## src/rtl/bb_sweep_pkg.sv

```systemverilog
// bb_sweep_pkg
// Shared types and constants for the breadboard sweep controller.
//   state_t        : sweep FSM state encoding
//   F2_BIT..F7_BIT : bit positions of {f2,f3,f4,f7} within f_in / res_f
package bb_sweep_pkg;

    typedef enum logic [1:0] {
        IDLE  = 2'd0,
        APPLY = 2'd1,
        HOLD  = 2'd2,
        DONE  = 2'd3
    } state_t;

    localparam int F2_BIT = 3;
    localparam int F3_BIT = 2;
    localparam int F4_BIT = 1;
    localparam int F7_BIT = 0;

endpackage

```

## src/rtl/bb_sweep_ctrl_golden.sv

```systemverilog
// bb_golden
// Combinational expected-value model of the breadboard block.
// Ports:
//   idx   in  4  vector applied as {w,x,y,z}
//   f_exp out 4  expected {f2,f3,f4,f7}
module bb_golden
    import bb_sweep_pkg::*;
(
    input  logic [3:0] idx,
    output logic [3:0] f_exp
);

    logic       w, x, y, z;
    logic [2:0] pop;

    assign {w, x, y, z} = idx;
    assign pop = {2'b00, w} + {2'b00, x} + {2'b00, y} + {2'b00, z};

    always_comb begin
        f_exp         = 4'b0000;
        f_exp[F2_BIT] = (pop >= 3'd3);
        f_exp[F3_BIT] = (w & z) | (x & y);
        f_exp[F4_BIT] = y & z;
        f_exp[F7_BIT] = (pop == 3'd2);
    end

endmodule

```

## src/rtl/bb_sweep_ctrl.sv

```systemverilog
// bb_sweep_ctrl
// Steps the breadboard inputs {w,x,y,z} through 0..LAST_IDX, waits SETTLE
// cycles per vector, captures {f2,f3,f4,f7} and hands each result out on a
// valid/ready interface.
// Optional golden check: define BB_SWEEP_CHECK_EN to enable res_err/err_cnt;
// without it both outputs are tied to 0 and bb_golden is not instantiated.
// Ports:
//   clk, rst_n          clock, async active-low reset
//   start, abort        sweep control (abort wins over everything)
//   w, x, y, z          breadboard drive, {w,x,y,z} == idx
//   f_in                breadboard outputs {f2,f3,f4,f7}
//   res_valid/res_ready result handshake
//   res_idx, res_f      captured vector index and breadboard outputs
//   res_err, err_cnt    golden-model mismatch flag and per-sweep count
//   busy, done          activity flag and one-cycle completion pulse
//
// state | meaning
// IDLE  | waiting for start
// APPLY | vector driven, settle counter running
// HOLD  | result presented, waiting for res_ready
// DONE  | done pulse cycle, returns to IDLE
module bb_sweep_ctrl
    import bb_sweep_pkg::*;
#(
    parameter int SETTLE   = 2,
    parameter int LAST_IDX = 15
) (
    input  logic       clk,
    input  logic       rst_n,
    input  logic       start,
    input  logic       abort,
    output logic       w,
    output logic       x,
    output logic       y,
    output logic       z,
    input  logic [3:0] f_in,
    output logic       res_valid,
    input  logic       res_ready,
    output logic [3:0] res_idx,
    output logic [3:0] res_f,
    output logic       res_err,
    output logic [4:0] err_cnt,
    output logic       busy,
    output logic       done
);

    localparam logic [3:0] SETTLE_L = 4'(SETTLE);
    localparam logic [3:0] LAST_L   = 4'(LAST_IDX);

    state_t     state;
    logic [3:0] idx;
    logic [3:0] cnt;
    logic       mismatch;

    // idx is registered, so the drive only moves on the edge entering APPLY.
    assign {w, x, y, z} = idx;

`ifdef BB_SWEEP_CHECK_EN
    logic [3:0] f_exp;

    bb_golden u_golden (
        .idx   (idx),
        .f_exp (f_exp)
    );

    assign mismatch = (f_in != f_exp);
`else
    assign mismatch = 1'b0;
    assign res_err  = 1'b0;
    assign err_cnt  = 5'd0;
`endif

    always_ff @(posedge clk or negedge rst_n) begin
        if (!rst_n) begin
            state     <= IDLE;
            idx       <= 4'd0;
            cnt       <= 4'd0;
            res_valid <= 1'b0;
            res_idx   <= 4'd0;
            res_f     <= 4'd0;
            busy      <= 1'b0;
            done      <= 1'b0;
`ifdef BB_SWEEP_CHECK_EN
            res_err   <= 1'b0;
            err_cnt   <= 5'd0;
`endif
        end else begin
            done <= 1'b0;
            if (abort) begin
                state     <= IDLE;
                idx       <= 4'd0;
                res_valid <= 1'b0;
                busy      <= 1'b0;
            end else begin
                case (state)
                    IDLE: begin
                        if (start) begin
                            idx   <= 4'd0;
                            cnt   <= SETTLE_L;
                            busy  <= 1'b1;
                            state <= APPLY;
`ifdef BB_SWEEP_CHECK_EN
                            err_cnt <= 5'd0;
`endif
                        end
                    end
                    APPLY: begin
                        // Capture on the edge where the counter reaches zero.
                        if (cnt <= 4'd1) begin
                            cnt       <= 4'd0;
                            res_f     <= f_in;
                            res_idx   <= idx;
                            res_valid <= 1'b1;
                            state     <= HOLD;
`ifdef BB_SWEEP_CHECK_EN
                            res_err <= mismatch;
                            if (mismatch) begin
                                err_cnt <= err_cnt + 5'd1;
                            end
`endif
                        end else begin
                            cnt <= cnt - 4'd1;
                        end
                    end
                    HOLD: begin
                        if (res_valid && res_ready) begin
                            res_valid <= 1'b0;
                            if (idx == LAST_L) begin
                                done  <= 1'b1;
                                state <= DONE;
                            end else begin
                                idx   <= idx + 4'd1;
                                cnt   <= SETTLE_L;
                                state <= APPLY;
                            end
                        end
                    end
                    DONE: begin
                        busy  <= 1'b0;
                        state <= IDLE;
                    end
                endcase
            end
        end
    end

endmodule

```

## config.mk

```make
export PLATFORM = sky130hd
export DESIGN_NAME = bb_sweep_ctrl
export DESIGN_NICKNAME = d
export VERILOG_FILES = /design/src/rtl/bb_sweep_pkg.sv /design/src/rtl/bb_sweep_ctrl_golden.sv /design/src/rtl/bb_sweep_ctrl.sv
export SDC_FILE = /design/constraint.sdc
export NUM_CORES = 1
export LEC_CHECK = 0
export ABC_AREA = 0
export BUFFER_PORTS_ARGS = -buffer_cell sky130_fd_sc_hd__buf_4
export CAP_MARGIN = 20
export CORE_MARGIN = 2
export CORE_UTILIZATION = 50
export DETAILED_ROUTE_END_ITERATION = 16
export PLACE_DENSITY = 0.86
export SLEW_MARGIN = 10
export SYNTH_ARGS = -nofsm -noshare
export SYNTH_HDL_FRONTEND = slang
export SYNTH_SLANG_ARGS = --single-unit
```

## constraint.sdc

```tcl
create_clock -name clk -period 1.7 [get_ports clk]
set_input_delay 0.34 -clock clk [delete_from_list [all_inputs] [get_ports clk]]
set_output_delay 0.34 -clock clk [all_outputs]
set_load 0.01 [all_outputs]
```

==> impl_summary.txt, run 1 <==
----------------------------------------------------
[Logic synthesis]
  Biggest area contributors in the synthesized netlist ... sky130_fd_sc_hd__dfrtp_1, sky130_fd_sc_hd__mux2_1, sky130_fd_sc_hd__buf_4
  Count of different cell masters after synthesis ... 34
  Largest area contributor in the synthesized netlist ... sky130_fd_sc_hd__dfrtp_1
  Mean Syn Cell Area ... approximately 10 sq um
  Sequential cell area fraction in the yosys report ... 0.4811
  Post-synth EDFFs ... 0
  Mapped Area ... between 0.001 and 0.0015 sq mm
  Total number of yosys warnings ... 0
  Top-area cell type share of the netlist area ... 0.4811
  Cell with the most instances after synthesis ... sky130_fd_sc_hd__dfrtp_1
  Primary FF master, synth ... sky130_fd_sc_hd__dfrtp_1
  Commonest cells post-synth ... sky130_fd_sc_hd__dfrtp_1, sky130_fd_sc_hd__mux2_1, sky130_fd_sc_hd__nor2_1
  Cells after Synth ... between 100 and 150
  Total of flip-flops plus latches after synthesis ... 21
  Synth async-reset ratio ... 1.000

[Clock network]
  TritonCTS buffer count ... 3
  Clock latency of the later-clocked register in the worst-skew pair ... slightly above 0.3 ns
  CTS HTree Levels ... 1
  Buffer cell driving the clock tree root ... sky130_fd_sc_hd__clkbuf_4
  Clock-pin slew on the worst setup and hold paths ... roughly 0.11 ns
  Clock sink total ... 21
  TritonCTS clock tree ... done
  Maximum clock path buffer count ... 2

[Worst setup path]
  Crit start category ... register
  Critical Path End Type ... register
  Worst endpoint required time ... between 1.5 and 2 ns
  Type of the worst setup path ... reg -> reg
  Signal arrival time at the worst endpoint ... about 1.8 ns
  Critical path fanouts, max ... 8

[Floorplan]
  Cell row count ... 16
  Die extent in x ... a little over 50 um
  Overall die area ... roughly 0.0026 sq mm
  Total core area ... roughly 0.0020 sq mm
  Starting Density ... 0.5456
  Top-level I/O count ... 30
  Height of the die ... a little over 50 um

[Global route]
  All-Layer GR Usage ... 0.1944
  Number of global-route vias before repair ... slightly below 800
  Wire length of the first global-routing pass ... about 3.7 mm
  Antenna violations before repair ... 0
  Pin count of the biggest net entering global routing ... 22
  Total congestion overflow ... 0

[Power]
  PD cells ... between 1000 and 1500 mW/mm^2
  Power, Total ... roughly 1.5 mW
  Cell leakage power ... about 0.66 nW
  Maximum resistive drop on vdd ... roughly 0.00077 V

[Routing]
  Post-detailed-route via-to-cell ratio ... approximately 5.4
  Via count ... ~890
  DRC Markers ... 0
  Routed length per placed instance ... 14.24 um
  Number of nets still failing antenna checks after routing ... 0
  Drt initial violations ... 29
  Total wire length after detailed routing ... ~2.3 mm
  Number of iterations in the first detailed-routing pass ... 4

[Finish]
  # fillers ... ~170
  Number of nets in the finished design ... roughly 150
  Antenna fix cells ... 0
  P&R area growth vs syn ... 24.05%
  Layout cell share with drive strength beyond 1 ... 0.2941
  Final core area utilization ... 0.6769

[STA]
  Min Clock Period, post-route ... 1.617 ns
  Final hold vios ... 0
  Maximum operating frequency ... around 0.62 GHz
  RSZ-0062 raised after global routing ... no
  Final-report setup violation count ... 0
  Final count of pins violating max slew ... 0
  Final critical-path setup slack ... around 0.083 ns
  Post-route clock period utilization ... 0.9512
  Post-route clock skew ... 0.004396 ns

[Min path]
  Hold Path Class ... in -> reg

[Placement]
  Worst slack at placement ... -0.02760 ns
  Port-buffer cells ... 23
  Global placement routability congestion ... 0.8419
  Placed wire-length estimate after detailed placement ... approximately 1.7 mm

[Run]
  Max-capacitance violation count ... 0

[Status]
  Status ... finished clean

----------------------------------------------------
[final timing paths]
| kind | slack [ns] | cells after the start | start | endpoint |
|---|---|---|---|---|
| setup / recovery | 0.08 | 6 | cnt[1]$_DFFE_PN0P_ | res_f[1]$_DFFE_PN0P_ |
| hold / removal | 0.23 | 2 | res_ready | res_valid$_DFFE_PN0P_ |
| setup reg to reg | 0.08 | 6 | cnt[1]$_DFFE_PN0P_ | res_f[1]$_DFFE_PN0P_ |
| hold reg to reg | 0.50 | 1 | res_f[0]$_DFFE_PN0P_ | res_f[0]$_DFFE_PN0P_ |
| max in group asynchronous | 1.06 | 2 | rst_n | idx[1]$_DFFE_PN0P_ |
| min in group asynchronous | 0.43 | 2 | rst_n | cnt[2]$_DFFE_PN0P_ |
[cells by family (layout without fill, tap and decap cells)]
group / count (synthesis) / count (layout) / synth area share
AO/OA/AOI/OAI: 24 / 24 / 0.1535
adder cells (fa/ha/maj): 3 / 3 / 0.03437
buffers and inverters: 14 / 40 / 0.06986
flip-flops: 21 / 21 / 0.4811
multiplexers: 8 / 8 / 0.08248
other: 1 / 6 / 0.003433
AND/OR/NAND/NOR: 34 / 34 / 0.1753
[area by class of cell]
class,instances,area [sq um],share of cell area
Sequential cell,21,525.5,0.3878
Inverter,6,22.52,0.01662
Clock inverter,1,5.005,0.003693
Timing Repair Buffer,30,227.7,0.1681
Multi-Input combinational cell,75,518.0,0.3823
Clock buffer,3,22.52,0.01662
Tap cell,27,33.78,0.02493
[critical path, cell delays in order (launching register included)]
cell,delay [ns]
sky130_fd_sc_hd__dfrtp_1,0.42
sky130_fd_sc_hd__inv_1,0.08
sky130_fd_sc_hd__ha_1,0.21
sky130_fd_sc_hd__nor2_2,0.07
sky130_fd_sc_hd__nor3_4,0.23
sky130_fd_sc_hd__nand2_4,0.15
sky130_fd_sc_hd__mux2_1,0.35
[repair_timing]
item                                    CTS  global route
endpoints found under the hold margin    21             0
gates resized for setup                   1             2
pin swaps                                 1             2
hold buffers                              1             0
endpoints found under the setup margin    8            11
setup buffers                             1             1
[placed cells by master, fill, tap and decap left out, types with 4 or more instances in the layout]
cell type                  Yosys  routed
sky130_fd_sc_hd__nand2b_1      6       6
sky130_fd_sc_hd__o21ai_0       4       4
sky130_fd_sc_hd__conb_1        1       6
sky130_fd_sc_hd__mux2_1        8       8
sky130_fd_sc_hd__nor2_1        8       7
sky130_fd_sc_hd__dfrtp_1      21      21
sky130_fd_sc_hd__inv_1         6       6
sky130_fd_sc_hd__a21oi_1       5       5
sky130_fd_sc_hd__nand2_1       5       5
sky130_fd_sc_hd__buf_4         6      29
[flip-flops by register name, summed over array words and instances (netlist names)]
signal	cells
state	2
res_idx	4
res_valid	1
cnt	4
done	1
idx	4
res_f	4
busy	1
[per-stage QoR]
step           cells  hold WS, ns  setup TNS [ns]  area (sq um)
5_1_grt          163       0.2280               0          1355
3_3_place_gp     156       0.2334               0          1294
4_1_cts          162       0.2384               0          1344
6_report         163       0.2334               0          1355
2_1_floorplan    110      0.04441               0          1111
3_5_place_dp     156       0.2358        -0.05405          1294
[layer usage]
layer | vias up | global-route usage | wire length [um]
met2 | 34 | 0.3136 | 1178
li1 | 428 | - | -
met5 | - | 0 | 0
met4 | 0 | 0.07658 | 46
met1 | 416 | 0.2606 | 966
met3 | 8 | 0.03274 | 130
[report_power, final]
group	total, mW	switching (mW)	internal [mW]
combinational	0.551	0.287	0.263
clock	0.237	0.149	0.0879
sequential	0.688	0.0922	0.596
Power figures use the tool's default switching activity.
==> inputs of run 2 (changes only) <==
==> constraint.sdc (replaced) <==
create_clock -name clk -period 1.7 [get_ports clk]
set_input_delay 0.085 -clock clk [delete_from_list [all_inputs] [get_ports clk]]
set_output_delay 0.085 -clock clk [all_outputs]
set_load 0.01 [all_outputs]
==> impl_summary.txt, run 2 (synthesis gave the netlist of run 1 again) <==
----------------------------------------------------
[STA]
  RSZ-0062 raised after global routing ... no (unchanged)
  Min Clock Period, post-route ... 1.624 ns (was 1.617 ns)
  Post-route clock skew ... 0.004951 ns (was 0.004396 ns)
  Post-route clock period utilization ... 0.9550 (was 0.9512)
  Final-report setup violation count ... 0 (unchanged)
  Maximum operating frequency ... 0.6160 GHz (was 0.6184 GHz)
  Final count of pins violating max slew ... 0 (unchanged)
  Final hold vios ... 0 (unchanged)

[Placement]
  Port-buffer cells ... 23 (unchanged)
  Global placement routability congestion ... 0.8419 (unchanged)
  Placed wire-length estimate after detailed placement ... 1.703 mm (unchanged)

[Global route]
  Number of global-route vias before repair ... 783 (was 782)
  All-Layer GR Usage ... 0.1976 (was 0.1944)
  Wire length of the first global-routing pass ... 3.719 mm (was 3.670 mm)
  Antenna violations before repair ... 0 (unchanged)
  Total congestion overflow ... 0 (unchanged)
  Pin count of the biggest net entering global routing ... 22 (unchanged)

[Clock network]
  TritonCTS clock tree ... done (unchanged)
  Clock-pin slew on the worst setup and hold paths ... 0.12 ns (was 0.11 ns)
  Buffer cell driving the clock tree root ... sky130_fd_sc_hd__clkbuf_4 (unchanged)
  Clock latency of the later-clocked register in the worst-skew pair ... 0.31 ns (about the same)
  CTS HTree Levels ... 1 (unchanged)
  Clock sink total ... 21 (unchanged)
  TritonCTS buffer count ... 3 (unchanged)
  Maximum clock path buffer count ... 2 (unchanged)

[Worst setup path]
  Critical path, cell by cell ... inv_1 > ha_1 > nor2_2 > nor3_4 > nand2_4 > mux2_1 (unchanged)
  Type of the worst setup path ... reg -> reg (unchanged)
  R2R Setup Slk ... 0.08 ns (about the same)
  Critical path fanouts, max ... 8 (unchanged)
  Reg-to-reg endpoint ... res_f[1]$_DFFE_PN0P_ (unchanged)
  Critical Path End Type ... register (unchanged)
  Number of cells on the worst reg-to-reg path ... 6 (unchanged)
  Worst stage delay on the critical path ... 0.42 ns (about the same)
  Signal arrival time at the worst endpoint ... 1.82 ns (was 1.81 ns)
  First element of the critical path ... cnt[1]$_DFFE_PN0P_ (unchanged)
  Path length in cells of the critical path ... 6 (unchanged)
  Worst endpoint required time ... 1.90 ns (about the same)
  Setup crit end ... res_f[1]$_DFFE_PN0P_ (unchanged)
  RR Startpoint ... cnt[1]$_DFFE_PN0P_ (unchanged)
  Crit-path leading delay family ... simple AND/OR/NAND/NOR gates (unchanged)
  Crit start category ... register (unchanged)
  Worst path bufs/invs ... 1 (unchanged)
  Slowest-stage cell, CP ... sky130_fd_sc_hd__dfrtp_1 (unchanged)

[Routing]
  Post-detailed-route via-to-cell ratio ... 5.422 (was 5.436)
  Number of iterations in the first detailed-routing pass ... 4 (unchanged)
  Routed length per placed instance ... 14.17 um (was 14.24 um)
  DRC Markers ... 0 (unchanged)
  Total wire length after detailed routing ... 2.353 mm (was 2.321 mm)
  Via count ... 900 (was 886)
  Number of nets still failing antenna checks after routing ... 0 (unchanged)
  Drt initial violations ... 29 (unchanged)

[Finish]
  Layout cell share with drive strength beyond 1 ... 0.2878 (was 0.2941)
  P&R area growth vs syn ... 26.80% (was 24.05%)
  Leading cell types in the layout, fill and taps excluded ... sky130_fd_sc_hd__buf_4, sky130_fd_sc_hd__dfrtp_1, sky130_fd_sc_hd__mux2_1, sky130_fd_sc_hd__nor2_1 (unchanged)
  Final core area utilization ... 0.6919 (was 0.6769)
  Most common cell after layout, fill and taps aside ... sky130_fd_sc_hd__buf_4 (unchanged)
  Antenna fix cells ... 0 (unchanged)
  Number of nets in the finished design ... 152 (was 149)

[Min path]
  Hold Path Class ... in -> reg (unchanged)

[Floorplan]
  Total core area ... 0.002002 sq mm (unchanged)
  Height of the die ... 50.74 um (unchanged)
  Starting Density ... 0.5456 (unchanged)
  Top-level I/O count ... 30 (unchanged)
  Die extent in x ... 50.74 um (unchanged)
  Overall die area ... 0.002575 sq mm (unchanged)
  Cell row count ... 16 (unchanged)

[Power]
  PD cells ... 1071 mW/mm^2 (was 1089 mW/mm^2)
  Maximum resistive drop on vdd ... 0.0007813 V (was 0.0007675 V)
  Cell leakage power ... 0.6773 nW (was 0.6648 nW)
  Power, Total ... 1.483 mW (was 1.476 mW)

[Run]
  Max-capacitance violation count ... 0 (unchanged)

[Status]
  Status ... finished clean (unchanged)

----------------------------------------------------
==> run 2: worst reg2reg max path, stage by stage, from the launching register on <==
cell and delay, ns:
sky130_fd_sc_hd__dfrtp_1 0.42, sky130_fd_sc_hd__inv_1 0.08, sky130_fd_sc_hd__ha_1 0.21, sky130_fd_sc_hd__nor2_2 0.07
sky130_fd_sc_hd__nor3_4 0.23, sky130_fd_sc_hd__nand2_4 0.15, sky130_fd_sc_hd__mux2_1 0.35
==> run 2: power breakdown <==
part | internal [mW] | switching [mW]
logic | 0.268 | 0.289
registers | 0.596 | 0.0923
clock network | 0.0879 | 0.150
total | 0.951 | 0.532
==> run 2: how the worst min path moves through the flow <==
stage / depth (start not counted) / startpoint / slack, ns / endpoint
floorplan: 0 / rst_n / -0.21 / busy$_DFFE_PN0P_
global placement: 1 / rst_n / -0.02 / cnt[0]$_DFFE_PN0P_
detailed placement: 1 / rst_n / -0.02 / cnt[0]$_DFFE_PN0P_
CTS: 2 / f_in[2] / 0.01 / res_f[2]$_DFFE_PN0P_
global route: 2 / f_in[2] / 0.006 / res_f[2]$_DFFE_PN0P_
finish: 2 / f_in[2] / 0.01 / res_f[2]$_DFFE_PN0P_
==> run 2: final cells by class <==
class | instances | area [sq um]
Tap cell | 27 | 33.78
Clock buffer | 3 | 22.52
Multi-Input combinational cell | 75 | 518.0
Sequential cell | 21 | 525.5
Timing Repair Buffer | 33 | 257.7
Clock inverter | 1 | 5.005
Inverter | 6 | 22.52
Fill cell | 168 | 616.8
==> run 2: layer usage <==
metal | track usage | part of all wire
met5 | 0 | 0
met4 | 0.07658 | 0.020
met3 | 0.03274 | 0.063
met2 | 0.3202 | 0.52
met1 | 0.2645 | 0.39
==> run 2: repair_timing <==
item / 4_1_cts / 5_1_grt
setup endpoints to repair: 8 / 11
hold buffers: 4 / 0
pin swaps: 1 / 2
setup buffers: 1 / 1
gates resized for setup: 1 / 2
endpoints found under the hold margin: 24 / 0
==> run 2: per-stage QoR <==
| stage | setup WS (ns) | instances | hold WS (ns) | TNS [ns] | area (sq um) |
|---|---|---|---|---|---|
| 2_1_floorplan | 0.09881 | 110 | -0.2106 | 0 | 1111 |
| 3_3_place_gp | 0.05714 | 156 | -0.02156 | 0 | 1294 |
| 3_5_place_dp | -0.02760 | 156 | -0.01925 | -0.05405 | 1294 |
| 4_1_cts | 0.02219 | 165 | 0.01371 | 0 | 1374 |
| 5_1_grt | 0.003604 | 166 | 0.005589 | 0 | 1385 |
| 6_report | 0.07650 | 166 | 0.01356 | 0 | 1385 |
==> inputs of run 3 (changes only) <==
Settings changed: ABC_AREA 0 to default, SETUP_SLACK_MARGIN from default to 0.15.
==> impl_summary.txt, run 3 (synthesis gave the netlist of run 1 again) <==
----------------------------------------------------
[Worst setup path]
  RR Startpoint ... cnt[0]$_DFFE_PN0P_ (was cnt[1]$_DFFE_PN0P_)
  Crit start category ... register (unchanged)
  Signal arrival time at the worst endpoint ... 1.74 ns (was 1.82 ns)
  Critical path fanouts, max ... 8 (unchanged)
  Type of the worst setup path ... reg -> reg (unchanged)
  Worst endpoint required time ... 1.89 ns (was 1.90 ns)
  R2R Setup Slk ... 0.15 ns (was 0.08 ns)
  Reg-to-reg endpoint ... res_idx[3]$_DFFE_PN0P_ (was res_f[1]$_DFFE_PN0P_)
  Critical Path End Type ... register (unchanged)
  Number of cells on the worst reg-to-reg path ... 6 (unchanged)
  First element of the critical path ... cnt[0]$_DFFE_PN0P_ (was cnt[1]$_DFFE_PN0P_)

[Clock network]
  TritonCTS buffer count ... 3 (unchanged)
  Buffer cell driving the clock tree root ... sky130_fd_sc_hd__clkbuf_4 (unchanged)
  Clock latency of the later-clocked register in the worst-skew pair ... 0.30 ns (was 0.31 ns)
  Clock-pin slew on the worst setup and hold paths ... 0.12 ns (about the same)
  Clock sink total ... 21 (unchanged)
  CTS HTree Levels ... 1 (unchanged)
  TritonCTS clock tree ... done (unchanged)
  Maximum clock path buffer count ... 2 (unchanged)

[Finish]
  Leading cell types in the layout, fill and taps excluded ... sky130_fd_sc_hd__buf_4, sky130_fd_sc_hd__dfrtp_1, sky130_fd_sc_hd__mux2_4, sky130_fd_sc_hd__nor2_1 (was sky130_fd_sc_hd__buf_4, sky130_fd_sc_hd__dfrtp_1, sky130_fd_sc_hd__mux2_1, sky130_fd_sc_hd__nor2_1)
  # fillers ... 130 (was 168)
  P&R area growth vs syn ... 35.74% (was 26.80%)
  Number of nets in the finished design ... 155 (was 152)
  Finished Cell Area ... 0.001483 sq mm (was 0.001385 sq mm)
  Antenna fix cells ... 0 (unchanged)
  Most common cell after layout, fill and taps aside ... sky130_fd_sc_hd__buf_4 (unchanged)
  Layout cell share with drive strength beyond 1 ... 0.4155 (was 0.2878)

[Min path]
  Hold Path End ... res_f[1]$_DFFE_PN0P_ (was res_f[2]$_DFFE_PN0P_)
  Count of cells along the worst hold path ... 2 (unchanged)
  Hold_sp ... f_in[1] (was f_in[2])
  Hold Path Class ... in -> reg (unchanged)

[Routing]
  DRC Markers ... 0 (unchanged)
  Via count ... 937 (was 900)
  Post-detailed-route via-to-cell ratio ... 5.544 (was 5.422)
  Drt initial violations ... 44 (was 29)
  Total wire length after detailed routing ... 2.691 mm (was 2.353 mm)
  Number of iterations in the first detailed-routing pass ... 4 (unchanged)
  Number of nets still failing antenna checks after routing ... 0 (unchanged)
  Routed length per placed instance ... 15.92 um (was 14.17 um)

[STA]
  Final-report setup violation count ... 0 (unchanged)
  Min Clock Period, post-route ... 1.555 ns (was 1.624 ns)
  Maximum operating frequency ... 0.6432 GHz (was 0.6160 GHz)
  RSZ-0062 raised after global routing ... yes (was no)
  Post-route clock skew ... 0.01064 ns (was 0.004951 ns)
  Final hold vios ... 0 (unchanged)
  Final count of pins violating max slew ... 0 (unchanged)
  Post-route clock period utilization ... 0.9145 (was 0.9550)
  Worst hold slack ... 0.02153 ns (was 0.01356 ns)

[Floorplan]
  Overall die area ... 0.002575 sq mm (unchanged)
  Height of the die ... 50.74 um (unchanged)
  Cell row count ... 16 (unchanged)
  Starting Density ... 0.5456 (unchanged)
  Total core area ... 0.002002 sq mm (unchanged)
  Top-level I/O count ... 30 (unchanged)
  Die extent in x ... 50.74 um (unchanged)

[Global route]
  Wire length of the first global-routing pass ... 4.160 mm (was 3.719 mm)
  All-Layer GR Usage ... 0.2150 (was 0.1976)
  Antenna violations before repair ... 0 (unchanged)
  Total congestion overflow ... 0 (unchanged)
  Pin count of the biggest net entering global routing ... 22 (unchanged)
  Number of global-route vias before repair ... 860 (was 783)

[Power]
  Cell leakage power ... 0.7153 nW (was 0.6773 nW)
  Maximum resistive drop on vdd ... 0.0007695 V (was 0.0007813 V)
  Power, Total ... 1.655 mW (was 1.483 mW)
  PD cells ... 1116 mW/mm^2 (was 1071 mW/mm^2)

[Placement]
  Placed cell area ... 0.001296 sq mm (was 0.001294 sq mm)
  Placed wire-length estimate after detailed placement ... 1.692 mm (was 1.703 mm)
  Port-buffer cells ... 23 (unchanged)
  Global placement routability congestion ... 0.8887 (was 0.8419)

[Run]
  Max-capacitance violation count ... 0 (unchanged)

[Status]
  Status ... finished clean (unchanged)

----------------------------------------------------
## run 3: changes by cell type in the layout (fill, tap and decap cells not counted), sizes merged
cell         before  now
dlygate4sd3       4    3
clkbuf            3    4
clkinv            1    0
buf              29   33
## run 3: how the worst max path moves through the flow
stage	to	slack, ns
2_1_floorplan	cnt[3]$_DFFE_PN0P_	0.17
4_1_cts	cnt[3]$_DFFE_PN0P_	0.14
3_5_place_dp	res_valid$_DFFE_PN0P_	-0.10
5_1_grt	res_idx[3]$_DFFE_PN0P_	0.1
6_report	res_idx[3]$_DFFE_PN0P_	0.15
3_3_place_gp	res_f[3]$_DFFE_PN0P_	0.13
## run 3: per-layer routing
metal	vias up	routed length (um)	GRT usage
met3	6	157	0.01786
li1	434	-	-
met5	-	0	0
met4	0	55	0.05405
met2	52	1388	0.3706
met1	445	1090	0.2917
## run 3: cell type report
class                      count  area [sq um]  share of cell area
timing repair buffer          36         277.8              0.1873
tap                           27         33.78             0.02278
inverter                       6         22.52             0.01519
sequential                    21         525.5              0.3544
multi-input combinational     75         596.8              0.4025
clock buffer                   4         26.28             0.01772
## run 3: per-stage QoR
stage | setup slack, ns | setup TNS (ns) | cells | utilization
finish | 0.1454 | 0 | 169 | 0.7406
global route | 0.09582 | 0 | 169 | 0.7406
global placement | 0.1325 | 0 | 156 | 0.6475
floorplan | 0.1688 | 0 | 110 | -
detailed placement | -0.1008 | -0.1008 | 156 | 0.6475
CTS | 0.1363 | 0 | 166 | 0.7006
## run 3: critical path, cell delays in order (launching register included)
cell	delay (ns)
sky130_fd_sc_hd__dfrtp_1	0.43
sky130_fd_sc_hd__buf_4	0.15
sky130_fd_sc_hd__ha_4	0.14
sky130_fd_sc_hd__nor2_4	0.04
sky130_fd_sc_hd__nor3_4	0.19
sky130_fd_sc_hd__nand2_4	0.16
sky130_fd_sc_hd__mux2_4	0.33
## run 3: where the power goes
part	internal, mW	switching [mW]
Combinational	0.369	0.355
Clock	0.0912	0.151
Sequential	0.596	0.0932
Total	1.06	0.599
## run 3: repair_timing
| action | in CTS | in global routing |
|---|---|---|
| endpoints found under the hold margin | 23 | 0 |
| hold buffers | 3 | 0 |
| resized for setup | 7 | 14 |
| setup buffers | 3 | 3 |
| endpoints found under the setup margin | 11 | 14 |
| pin swaps | 5 | 5 |
